$ cat config.mk
export PLATFORM = sky130hd
export DESIGN_NAME = hex_entry_buttons_flat
export DESIGN_NICKNAME = d
export VERILOG_FILES = /design/src/rtl/hex_entry_buttons_pkg.sv /design/src/rtl/hex_entry_buttons_if.sv /design/src/rtl/hex_entry_buttons_debouncer.sv /design/src/rtl/hex_entry_buttons.sv /design/src/flat_wrapper.sv
export SDC_FILE = /design/constraint.sdc
export NUM_CORES = 1
export LEC_CHECK = 0
export CORE_MARGIN = 5
export CORE_UTILIZATION = 45
export DETAILED_ROUTE_END_ITERATION = 10
export PLACE_DENSITY = 0.77
export SYNTH_ARGS = -nofsm -noshare
export SYNTH_HDL_FRONTEND = slang
export SYNTH_SLANG_ARGS = --single-unit
$ cat constraint.sdc
create_clock -name CLK -period 4.35 [get_ports CLK]
set_input_delay 0.87 -clock CLK [delete_from_list [all_inputs] [get_ports CLK]]
set_output_delay 0.87 -clock CLK [all_outputs]
set_load 0.05 [all_outputs]
$ cat src/rtl/hex_entry_buttons_pkg.sv
// Shared types and constants for the push-button hex entry block.
// Pure declarations: no latency, no flow control.
package hex_entry_pkg;

   typedef enum logic {
      IDLE = 1'b0,
      EDIT = 1'b1
   } state_e;

   localparam int BTN_IDX_CENTER = 0;
   localparam int BTN_IDX_UP     = 1;
   localparam int BTN_IDX_DOWN   = 2;
   localparam int BTN_IDX_LEFT   = 3;
   localparam int BTN_IDX_RIGHT  = 4;

   localparam int NUM_BTNS = 5;
   localparam int DIGITS   = 8;
   localparam int CUR_W    = $clog2(DIGITS);

   // Steps one nibble by +/-1 modulo 16; neighbouring nibbles never see a carry.
   function automatic logic [4*DIGITS-1:0] nibble_step(input logic [4*DIGITS-1:0] v,
                                                       input logic [CUR_W-1:0]    idx,
                                                       input logic                dn);
      logic [4*DIGITS-1:0] r;
      logic [3:0]          n;
      r = v;
      n = v[{idx, 2'b00} +: 4];
      r[{idx, 2'b00} +: 4] = dn ? (n - 4'd1) : (n + 4'd1);
      return r;
   endfunction

endpackage

$ cat src/rtl/hex_entry_buttons_if.sv
// Raw button inputs and entry-state outputs of the hex entry block.
// Wires only: no latency, no flow control.
interface hex_entry_buttons_if;
   import hex_entry_pkg::*;

   logic                      BTN_UP;
   logic                      BTN_DOWN;
   logic                      BTN_LEFT;
   logic                      BTN_RIGHT;
   logic                      BTN_CENTER;
   logic [4*DIGITS-1:0]       number_out;
   logic [4*DIGITS-1:0]       display_value;
   logic [CUR_W-1:0]          cursor;
   logic [DIGITS-1:0]         cursor_mask;
   logic                      editing;
   logic                      load;

   modport master (
      output BTN_UP, BTN_DOWN, BTN_LEFT, BTN_RIGHT, BTN_CENTER,
      input  number_out, display_value, cursor, cursor_mask, editing, load
   );

   modport slave (
      input  BTN_UP, BTN_DOWN, BTN_LEFT, BTN_RIGHT, BTN_CENTER,
      output number_out, display_value, cursor, cursor_mask, editing, load
   );

endinterface

$ cat src/rtl/hex_entry_buttons_debouncer.sv
// One button: 2-FF synchronizer, stability counter, registered press pulse on the debounced rising edge.
// Press pulse lags the raw edge by 2 sync cycles plus DEBOUNCE_CYCLES; no backpressure.
module button_debouncer #(
   parameter int DEBOUNCE_CYCLES = 1000000
) (
   input  logic clk_i,
   input  logic rst_ni,
   input  logic btn_i,
   output logic level_o,
   output logic press_o
);

   localparam int CW = (DEBOUNCE_CYCLES > 2) ? $clog2(DEBOUNCE_CYCLES) : 1;
   localparam logic [CW-1:0] CNT_MAX = CW'(DEBOUNCE_CYCLES - 1);

   logic          sync1_q;
   logic          sync2_q;
   logic          deb_q;
   logic          press_q;
   logic [CW-1:0] cnt_q;

   always_ff @(posedge clk_i or negedge rst_ni) begin
      if (!rst_ni) begin
         sync1_q <= 1'b0;
         sync2_q <= 1'b0;
         deb_q   <= 1'b0;
         press_q <= 1'b0;
         cnt_q   <= '0;
      end else begin
         sync1_q <= btn_i;
         sync2_q <= sync1_q;
         press_q <= 1'b0;
         if (sync2_q == deb_q) begin
            cnt_q <= '0;
         end else if (cnt_q == CNT_MAX) begin
            // Level has differed long enough; only the 0->1 transition is an event.
            deb_q   <= sync2_q;
            cnt_q   <= '0;
            press_q <= sync2_q;
         end else begin
            cnt_q <= cnt_q + 1'b1;
         end
      end
   end

   assign level_o = deb_q;
   assign press_o = press_q;

endmodule

$ cat src/rtl/hex_entry_buttons.sv
// Five push-buttons to a 32-bit hex value edited digit by digit (IDLE/EDIT FSM); optional HEX_ENTRY_AUTOREPEAT_EN.
// Outputs reflect a press one cycle after its registered event; no backpressure, one action per cycle.
module hex_entry_buttons
   import hex_entry_pkg::*;
#(
   parameter int DEBOUNCE_CYCLES = 1000000,
   parameter int REPEAT_DELAY    = 50000000,
   parameter int REPEAT_PERIOD   = 10000000
) (
   input  logic                CLK,
   input  logic                RESETN,
   hex_entry_buttons_if.slave  bus
);

   logic [NUM_BTNS-1:0] btn_raw;
   logic [NUM_BTNS-1:0] btn_lvl;
   logic [NUM_BTNS-1:0] btn_press;
   logic [NUM_BTNS-1:0] btn_ev;

   assign btn_raw[BTN_IDX_CENTER] = bus.BTN_CENTER;
   assign btn_raw[BTN_IDX_UP]     = bus.BTN_UP;
   assign btn_raw[BTN_IDX_DOWN]   = bus.BTN_DOWN;
   assign btn_raw[BTN_IDX_LEFT]   = bus.BTN_LEFT;
   assign btn_raw[BTN_IDX_RIGHT]  = bus.BTN_RIGHT;

   for (genvar g = 0; g < NUM_BTNS; g++) begin : g_btn
      button_debouncer #(
         .DEBOUNCE_CYCLES (DEBOUNCE_CYCLES)
      ) u_deb (
         .clk_i   (CLK),
         .rst_ni  (RESETN),
         .btn_i   (btn_raw[g]),
         .level_o (btn_lvl[g]),
         .press_o (btn_press[g])
      );
   end

   state_e              state_q, state_d;
   logic [4*DIGITS-1:0] num_q, num_d;
   logic [4*DIGITS-1:0] edit_q, edit_d;
   logic [CUR_W-1:0]    cur_q, cur_d;
   logic                load_q, load_d;

`ifdef HEX_ENTRY_AUTOREPEAT_EN
   logic [31:0] hold_cnt_q, hold_cnt_d;
   logic        hold_act_q, hold_act_d;
   logic        hold_dn_q, hold_dn_d;
   logic        held;
   logic        rep_ev;

   assign held   = hold_dn_q ? btn_lvl[BTN_IDX_DOWN] : btn_lvl[BTN_IDX_UP];
   // A real event in the same cycle cancels the hold, so no synthetic event then.
   assign rep_ev = (state_q == EDIT) && hold_act_q && held && (btn_press == '0) &&
                   (hold_cnt_q == 32'(REPEAT_DELAY));

   always_comb begin
      btn_ev = btn_press;
      if (rep_ev) begin
         btn_ev[hold_dn_q ? BTN_IDX_DOWN : BTN_IDX_UP] = 1'b1;
      end
   end

   // hold_cnt counts cycles since the press event; it rewinds by one period after each repeat.
   always_comb begin
      hold_act_d = 1'b0;
      hold_cnt_d = '0;
      hold_dn_d  = hold_dn_q;
      if ((state_q == EDIT) && !btn_press[BTN_IDX_CENTER] &&
          (btn_press[BTN_IDX_UP] || btn_press[BTN_IDX_DOWN])) begin
         hold_act_d = 1'b1;
         hold_cnt_d = 32'd1;
         hold_dn_d  = !btn_press[BTN_IDX_UP];
      end else if ((state_q == EDIT) && hold_act_q && held && (btn_press == '0)) begin
         hold_act_d = 1'b1;
         hold_cnt_d = rep_ev ? 32'(REPEAT_DELAY - REPEAT_PERIOD + 1) : (hold_cnt_q + 32'd1);
      end
   end

   always_ff @(posedge CLK or negedge RESETN) begin
      if (!RESETN) begin
         hold_cnt_q <= '0;
         hold_act_q <= 1'b0;
         hold_dn_q  <= 1'b0;
      end else begin
         hold_cnt_q <= hold_cnt_d;
         hold_act_q <= hold_act_d;
         hold_dn_q  <= hold_dn_d;
      end
   end
`else
   logic unused_cfg;

   assign btn_ev     = btn_press;
   assign unused_cfg = ^{btn_lvl, (REPEAT_DELAY > 0), (REPEAT_PERIOD > 0)};
`endif

   always_ff @(posedge CLK or negedge RESETN) begin
      if (!RESETN) begin
         state_q <= IDLE;
         num_q   <= '0;
         edit_q  <= '0;
         cur_q   <= '0;
         load_q  <= 1'b0;
      end else begin
         state_q <= state_d;
         num_q   <= num_d;
         edit_q  <= edit_d;
         cur_q   <= cur_d;
         load_q  <= load_d;
      end
   end

   always_comb begin
      state_d = state_q;
      num_d   = num_q;
      edit_d  = edit_q;
      cur_d   = cur_q;
      load_d  = 1'b0;
      case (state_q)
         IDLE: begin
            if (btn_ev[BTN_IDX_CENTER]) begin
               edit_d  = num_q;
               cur_d   = '0;
               state_d = EDIT;
            end
         end
         EDIT: begin
            if (btn_ev[BTN_IDX_CENTER]) begin
               num_d   = edit_q;
               load_d  = 1'b1;
               state_d = IDLE;
            end else if (btn_ev[BTN_IDX_UP]) begin
               edit_d = nibble_step(edit_q, cur_q, 1'b0);
            end else if (btn_ev[BTN_IDX_DOWN]) begin
               edit_d = nibble_step(edit_q, cur_q, 1'b1);
            end else if (btn_ev[BTN_IDX_LEFT]) begin
               cur_d = cur_q + 1'b1;
            end else if (btn_ev[BTN_IDX_RIGHT]) begin
               cur_d = cur_q - 1'b1;
            end
         end
      endcase
   end

   assign bus.number_out    = num_q;
   assign bus.display_value = (state_q == EDIT) ? edit_q : num_q;
   assign bus.cursor        = cur_q;
   assign bus.cursor_mask   = (state_q == EDIT) ? ~(DIGITS'(1) << cur_q) : '1;
   assign bus.editing       = (state_q == EDIT);
   assign bus.load          = load_q;

endmodule
$ cat src/flat_wrapper.sv
// flat-port wrapper written by rule: the top's interface ports become plain ports
module hex_entry_buttons_flat import hex_entry_pkg::*;
#(
   parameter int DEBOUNCE_CYCLES = 1000000,
   parameter int REPEAT_DELAY    = 50000000,
   parameter int REPEAT_PERIOD   = 10000000
)
  (CLK, RESETN, bus_BTN_UP, bus_BTN_DOWN, bus_BTN_LEFT, bus_BTN_RIGHT, bus_BTN_CENTER, bus_number_out, bus_display_value, bus_cursor, bus_cursor_mask, bus_editing, bus_load);
  hex_entry_buttons_if bus_i ();
  input  logic CLK;
  input  logic RESETN;
  input wire logic [$bits(bus_i.BTN_UP)-1:0] bus_BTN_UP;
  input wire logic [$bits(bus_i.BTN_DOWN)-1:0] bus_BTN_DOWN;
  input wire logic [$bits(bus_i.BTN_LEFT)-1:0] bus_BTN_LEFT;
  input wire logic [$bits(bus_i.BTN_RIGHT)-1:0] bus_BTN_RIGHT;
  input wire logic [$bits(bus_i.BTN_CENTER)-1:0] bus_BTN_CENTER;
  output wire logic [$bits(bus_i.number_out)-1:0] bus_number_out;
  output wire logic [$bits(bus_i.display_value)-1:0] bus_display_value;
  output wire logic [$bits(bus_i.cursor)-1:0] bus_cursor;
  output wire logic [$bits(bus_i.cursor_mask)-1:0] bus_cursor_mask;
  output wire logic [$bits(bus_i.editing)-1:0] bus_editing;
  output wire logic [$bits(bus_i.load)-1:0] bus_load;
  assign bus_i.BTN_UP = bus_BTN_UP;
  assign bus_i.BTN_DOWN = bus_BTN_DOWN;
  assign bus_i.BTN_LEFT = bus_BTN_LEFT;
  assign bus_i.BTN_RIGHT = bus_BTN_RIGHT;
  assign bus_i.BTN_CENTER = bus_BTN_CENTER;
  assign bus_number_out = bus_i.number_out;
  assign bus_display_value = bus_i.display_value;
  assign bus_cursor = bus_i.cursor;
  assign bus_cursor_mask = bus_i.cursor_mask;
  assign bus_editing = bus_i.editing;
  assign bus_load = bus_i.load;
  hex_entry_buttons #(.DEBOUNCE_CYCLES(DEBOUNCE_CYCLES), .REPEAT_DELAY(REPEAT_DELAY), .REPEAT_PERIOD(REPEAT_PERIOD)) u_core (.CLK(CLK), .RESETN(RESETN), .bus(bus_i));
endmodule
==> flow_summary.toml <==
[setup_path]
path_class = "reg2out"
start_kind = "flip-flop"
required_ns = 3.48
worst-r2r-setup-slack_ns = 0.74
cp_max_fo = 20
cp-end-kind = "output port"
crit_arrival_ns = 3.04

[clock_tree]
cts_resized = 0
tritoncts = "yes"
ctsHoldBuffers = 0
htreeDepth = 4
clockBufferDepth = 2
cts_buffers = 17
clkLatencyLatePin_ns = 0.43
clk_pin_slew_worst_paths_ns = 0.07
postCtsSetupBuffers = 0
cts_sinks = 189
cts_root_buf = "clkbuf_16"

[timing]
slew_violations = 0
relSlewSlack_pct = 30.8
fin_tns_setup_ns = 0
setup_viol = 0
post-route-period-util_pct = 89.9
tightest_slew_ns = 1.04
timing.hold.ws_ns = 0.349
period_minus_slack_ns = 3.91
hold_viol = 0
max_freq_mhz = 256
rsz0062_at_grt = "false"
skew_ns = 0.00524

[synthesis]
synth_cells = 931
synth_top_cell_area_share_pct = 49.4
yosys_warnings = 0
syn_area_sq_mm = 0.00957
synth_edf_count = 0
synth_seq_cells = 189
synth_nets = 955
yosysTopAreaCell = "dfrtp_1"
synthArstFlopShare_pct = 100
ys.flop_type = "dfrtp_1"
synthTopCellsByCount = "dfrtp_1, nor2_1, nand2_1"
avgSynthCellArea_sq_um = 10.3
ys_seq_area_share_pct = 49.4
synthTopCellsByArea = "dfrtp_1, mux2_2, nor2_1"
ys_types = 58
synthMostInstantiatedCell = "dfrtp_1"

[global_route]
gr-total-overflow = 0
grt_pass1_wl_um = 35300
grt_max_degree = 117
track_usage_pct = 17.9
antenna_found_initial = 0
grt_pass1_vias = 6854

[layout]
layout.nets = 1028
num_antenna_cells = 0
drive_above_1_share_pct = 10.8
syn2layout_area_growth_pct = 17.4

[floorplanning]
pin_count = 84
start_util_pct = 45.7
core_area_sq_mm = 0.0210
die_w_um = 156
fp.dieArea_sq_mm = 0.0243
die_h_um = 156
rows = 53

[min_path]
hold_path.class = "reg2reg"

[drt]
met1_length_um = 9470
wl_met3_um = 1580
drt_iter0_markers = 528
wl_per_cell_um = 16.5
met2_length_um = 9730
dr.pass1.iters = 5
wirelength_um = 21300
drc = 0
ant_nets = 0
routed_via_density = 5.52
via_count = 7128
topRoutingLayerUsed = "met4"

[place]
numPortBuffers = 83
hpwl_um = 14700
finalWeightedCongestion = 0.913

[flow_run]
maxCapViolCount = 0

[power]
p_per_area_mw_per_mm2 = 305
power.switching_mw = 0.726
comb_power_share_pct = 2.3
clock_power_share_pct = 45.5
power.total_mw = 3.42
power.leakage_nw = 4.88
seqPwrFrac_pct = 52.2
peakVddDrop_mv = 0.302
p_int_mw = 2.70
sw_frac_of_total_pct = 21.2

[status]
status = "finished, final reports clean"
==> critical path: stages (launching register included) <==
cell and delay, ns:
dfrtp_1 0.92, inv_2 0.19, ha_1 0.28, ha_1 0.28, nand2_1 0.11, clkdlybuf4s50_1 0.82
==> worst paths after layout <==
path                                                     from  cells after the start                             end
worst max-delay path                     u_core.bus.cursor[0]                      5              bus_cursor_mask[0]
worst min-delay path            u_core.g_btn[4].u_deb.sync1_q                      0   u_core.g_btn[4].u_deb.sync2_q
worst max register to register           u_core.bus.cursor[0]                      7               u_core.edit_q[29]
worst min register to register  u_core.g_btn[4].u_deb.sync1_q                      0   u_core.g_btn[4].u_deb.sync2_q
max in group asynchronous                              RESETN                      2  u_core.g_btn[2].u_deb.cnt_q[9]
min in group asynchronous                              RESETN                      1               u_core.edit_q[22]
==> placed cells by master, fill, tap and decap left out, types with 19 or more instances in the layout <==
cell	netlist	final
dfrtp_1	189	188
nor2_1	128	128
mux2_2	60	60
and3_1	23	23
nand2_1	87	87
clkdlybuf4s50_1	0	82
xnor2_1	51	51
nand3_1	65	65
nor4_1	27	27
xor2_1	46	46
inv_1	19	19
nand4_1	24	24
==> through the flow <==
stage               instances  setup WS (ns)  util [%]  instance area [sq um]
floorplan                 931           1.28         -                   9570
global placement         1260          0.902      50.8                  10700
detailed placement       1260          0.836      50.8                  10700
CTS                      1292          0.448      53.6                  11200
global route             1292          0.258      53.6                  11200
finish                   1292          0.439      53.6                  11200
==> registers in the layout, summed over array words and instances, names as in the netlist, 3 cells and up <==
register and cells:
u_core.bus.cursor 3, u_core.edit_q 32, u_core.bus.number_out 32, u_core.g_btn.u_deb.sync2_q 5, u_core.g_btn.u_deb.cnt_q 100, u_core.g_btn.u_deb.press_o 5, u_core.g_btn.u_deb.level_o 5, u_core.g_btn.u_deb.sync1_q 5
==> layer usage <==
metal,global-route usage [%],vias to the layer above
li1,-,3422
met1,24.8,3433
met5,0,-
met2,27.8,228
met4,5.79,0
met3,4.38,45
==> power by group through the flow <==
| stage | Combinational [mW] | Sequential [mW] | Clock, mW |
|---|---|---|---|
| finish | 0.0778 | 1.79 | 1.56 |
| global placement | 0.0787 | 1.82 | 0 |
| detailed placement | 0.0810 | 1.82 | 0 |
| global route | 0.0930 | 1.79 | 1.66 |
| floorplan | 0.0302 | 1.82 | 0 |
| CTS | 0.0822 | 1.79 | 1.58 |
==> logic make-up (layout without fill, tap and decap cells) <==
kind of cell | count (synthesis) | after routing | share of synthesized area [%]
adder cells (fa/ha/maj) | 17 | 17 | 2.30
buffers and inverters | 57 | 143 | 2.48
flip-flops | 189 | 189 | 49.4
XOR/XNOR | 97 | 97 | 8.88
AND/OR/NAND/NOR | 415 | 415 | 21.5
AO/OA/AOI/OAI | 76 | 76 | 5.05
multiplexers | 80 | 80 | 10.3
==> cell type report <==
class	instances	area, sq um
Fill cell	1834	9720
Sequential cell	189	4730
Multi-Input combinational cell	685	4600
Timing Repair Buffer	89	892
Clock buffer	22	444
Tap cell	275	344
Clock inverter	10	140
Inverter	22	82.6
(Power assumes the default switching activity.)
==> RTL edit: new RTL, same settings <==
Build with the macro `HEX_ENTRY_AUTOREPEAT_EN` defined.
--- a/src/rtl/hex_entry_buttons.sv
+++ b/src/rtl/hex_entry_buttons.sv
@@ -2,2 +2,4 @@
 // Outputs reflect a press one cycle after its registered event; no backpressure, one action per cycle.
+`define HEX_ENTRY_AUTOREPEAT_EN
+
 module hex_entry_buttons
Check against the original RTL: no difference found for any inputs over 10 cycles, from zero or initial values and one cycle with RESETN low; that may be too few to reach the edited logic, so the function may still have changed.
==> RTL edit against the original RTL <==
  * Worst setup slack gained 0.093 ns
  * Design area grew 15%
  * Power grew 26%
  * Routed wire length grew 13%
  * Largest cell class unchanged
  * Final cell count grew 16%
  * Sequential power grew 17%
  * Area after synthesis grew 14%
  * Core utilization grew 0.21 points
  * Sequential cell count grew 34
  * Via count grew 15%
==> RTL edit: results (changes against the original RTL) <==
status = completed (unchanged)
DRT Pass-1 Iters = 4 (was 5)
drt wl/cell = 16.1 um (was 16.5 um)
Mapped Nets = 1,100 (was 955)
GR Util All Layers = 0.175 (was 0.179)
static leakage power = 5.66 nW (was 4.88 nW)
GPL Wtd Cong = 0.929 (was 0.913)
clk_lat worst skew = 0.52 ns (was 0.43 ns)
htree depth = 1 (was 4)
ranking of synthesized cells by area = dfrtp_1, nor2_1, xor2_1 (was dfrtp_1, mux2_2, nor2_1)
synth cell count leaders = dfrtp_1, nor2_1, nand2_1, xor2_1, nand3_1 (was dfrtp_1, nor2_1, nand2_1, nand3_1, mux2_2)
HPWL after detailed placement = 16,500 um (was 14,700 um)
max_slew headroom = 0.406 (was 0.308)
TritonCTS buffer count = 24 (was 17)
CP Max Fanout = 15 (was 20)
Yosys cell types = 56 (was 58)
Placed Cells incl. Taps = 1,460 (was 1,260)
vias in the first global route = 8,170 (was 6,854)
Data arrival, critical path = 2.95 ns (was 3.04 ns)
Iteration-0 DRC Markers = 507 (was 528)
largest net degree at the start of global routing = 106 (was 117)
# nets final = 1,189 (was 1,028)
first-pass GRT wire length = 41,300 um (was 35,300 um)
WL final = 24,200 um (was 21,300 um)
Reg2Reg Launch Point = u_core.g_btn[1].u_deb.press_o$_DFF_PN0_ (was u_core.bus.cursor[0]$_DFFE_PN0P_)
Crit Reg-Reg Endpoint = u_core.edit_q[7]$_DFFE_PN0P_ (was u_core.edit_q[29]$_DFFE_PN0P_)
Hold Startpoint = u_core.g_btn[3].u_deb.sync1_q$_DFF_PN0_ (was u_core.g_btn[4].u_deb.sync1_q$_DFF_PN0_)
r2r setup slk = 1.04 ns (was 0.74 ns)
crit path launch = u_core.bus.cursor[1]$_DFFE_PN0P_ (was u_core.bus.cursor[0]$_DFFE_PN0P_)
Via density = 5.44 (was 5.52)
worst vdd ir = 0.291 mV (was 0.302 mV)
IO buf count = 83 (unchanged)
clk buf depth = 3 (was 2)
Worst Clk Skew = 0.0231 ns (was 0.00524 ns)
Fill cells = 2,082 (was 1,834)
## RTL edit: layout make-up
class,instances,share of cell area
clock buffer,32,0.0526
clock inverter,12,0.0114
tap,324,0.0312
inverter,21,0.00608
multi-input combinational,799,0.397
sequential,223,0.430
timing repair buffer,93,0.0712
## RTL edit: power groups by stage
stage	Sequential [mW]	Clock, mW	Combinational, mW
2_1_floorplan	2.14	0	0.0299
3_3_place_gp	2.14	0	0.0855
3_5_place_dp	2.14	0	0.0870
4_1_cts	2.10	2.16	0.0879
5_1_grt	2.11	2.24	0.0998
6_report	2.10	2.11	0.0835
## RTL edit: kinds of logic (layout without fill, tap and decap cells)
kind of cell,after synthesis,count (layout),share of synthesized area
xor gates and xnor gates,121,121,0.0970
adders and majority gates,20,20,0.0236
buffers and inverters,51,158,0.0176
muxes,67,67,0.0768
DFF,223,223,0.511
AOI/OAI and AO/OA,101,101,0.0570
and+or+nand+nor,490,490,0.217
## RTL edit: stage by stage
stage | setup WS (ns) | area, um^2 | utilization
final | 0.532 | 13000 | 0.538
after global routing | 0.347 | 13000 | 0.538
after CTS | 0.506 | 13000 | 0.538
after detailed placement | 1.09 | 12100 | 0.504
after global placement | 1.11 | 12100 | 0.504
after floorplan | 1.04 | 10900 | -
## RTL edit: worst min path at each step
stage                                         endpoint  cells past startpoint  slack [ns]
2_1_floorplan  u_core.g_btn[0].u_deb.sync2_q$_DFF_PN0_                      0        0.33
3_3_place_gp   u_core.g_btn[1].u_deb.sync2_q$_DFF_PN0_                      0        0.33
3_5_place_dp   u_core.g_btn[4].u_deb.sync2_q$_DFF_PN0_                      0        0.34
4_1_cts        u_core.g_btn[4].u_deb.sync2_q$_DFF_PN0_                      0        0.36
5_1_grt        u_core.g_btn[1].u_deb.sync2_q$_DFF_PN0_                      0        0.37
6_report       u_core.g_btn[3].u_deb.sync2_q$_DFF_PN0_                      0        0.36
## RTL edit: critical path: stages (launching register included)
cell	delay [ns]
dfrtp_1	0.75
inv_1	0.23
ha_1	0.27
ha_1	0.26
nand2_1	0.09
clkdlybuf4s50_1	0.82
## RTL edit: layer usage
layer	up-vias	global-route usage	wire [um]
met5	-	0	0
met4	0	0.0516	676
met3	53	0.0324	1230
met2	209	0.294	11800
met1	4008	0.232	10500
li1	3907	-	-
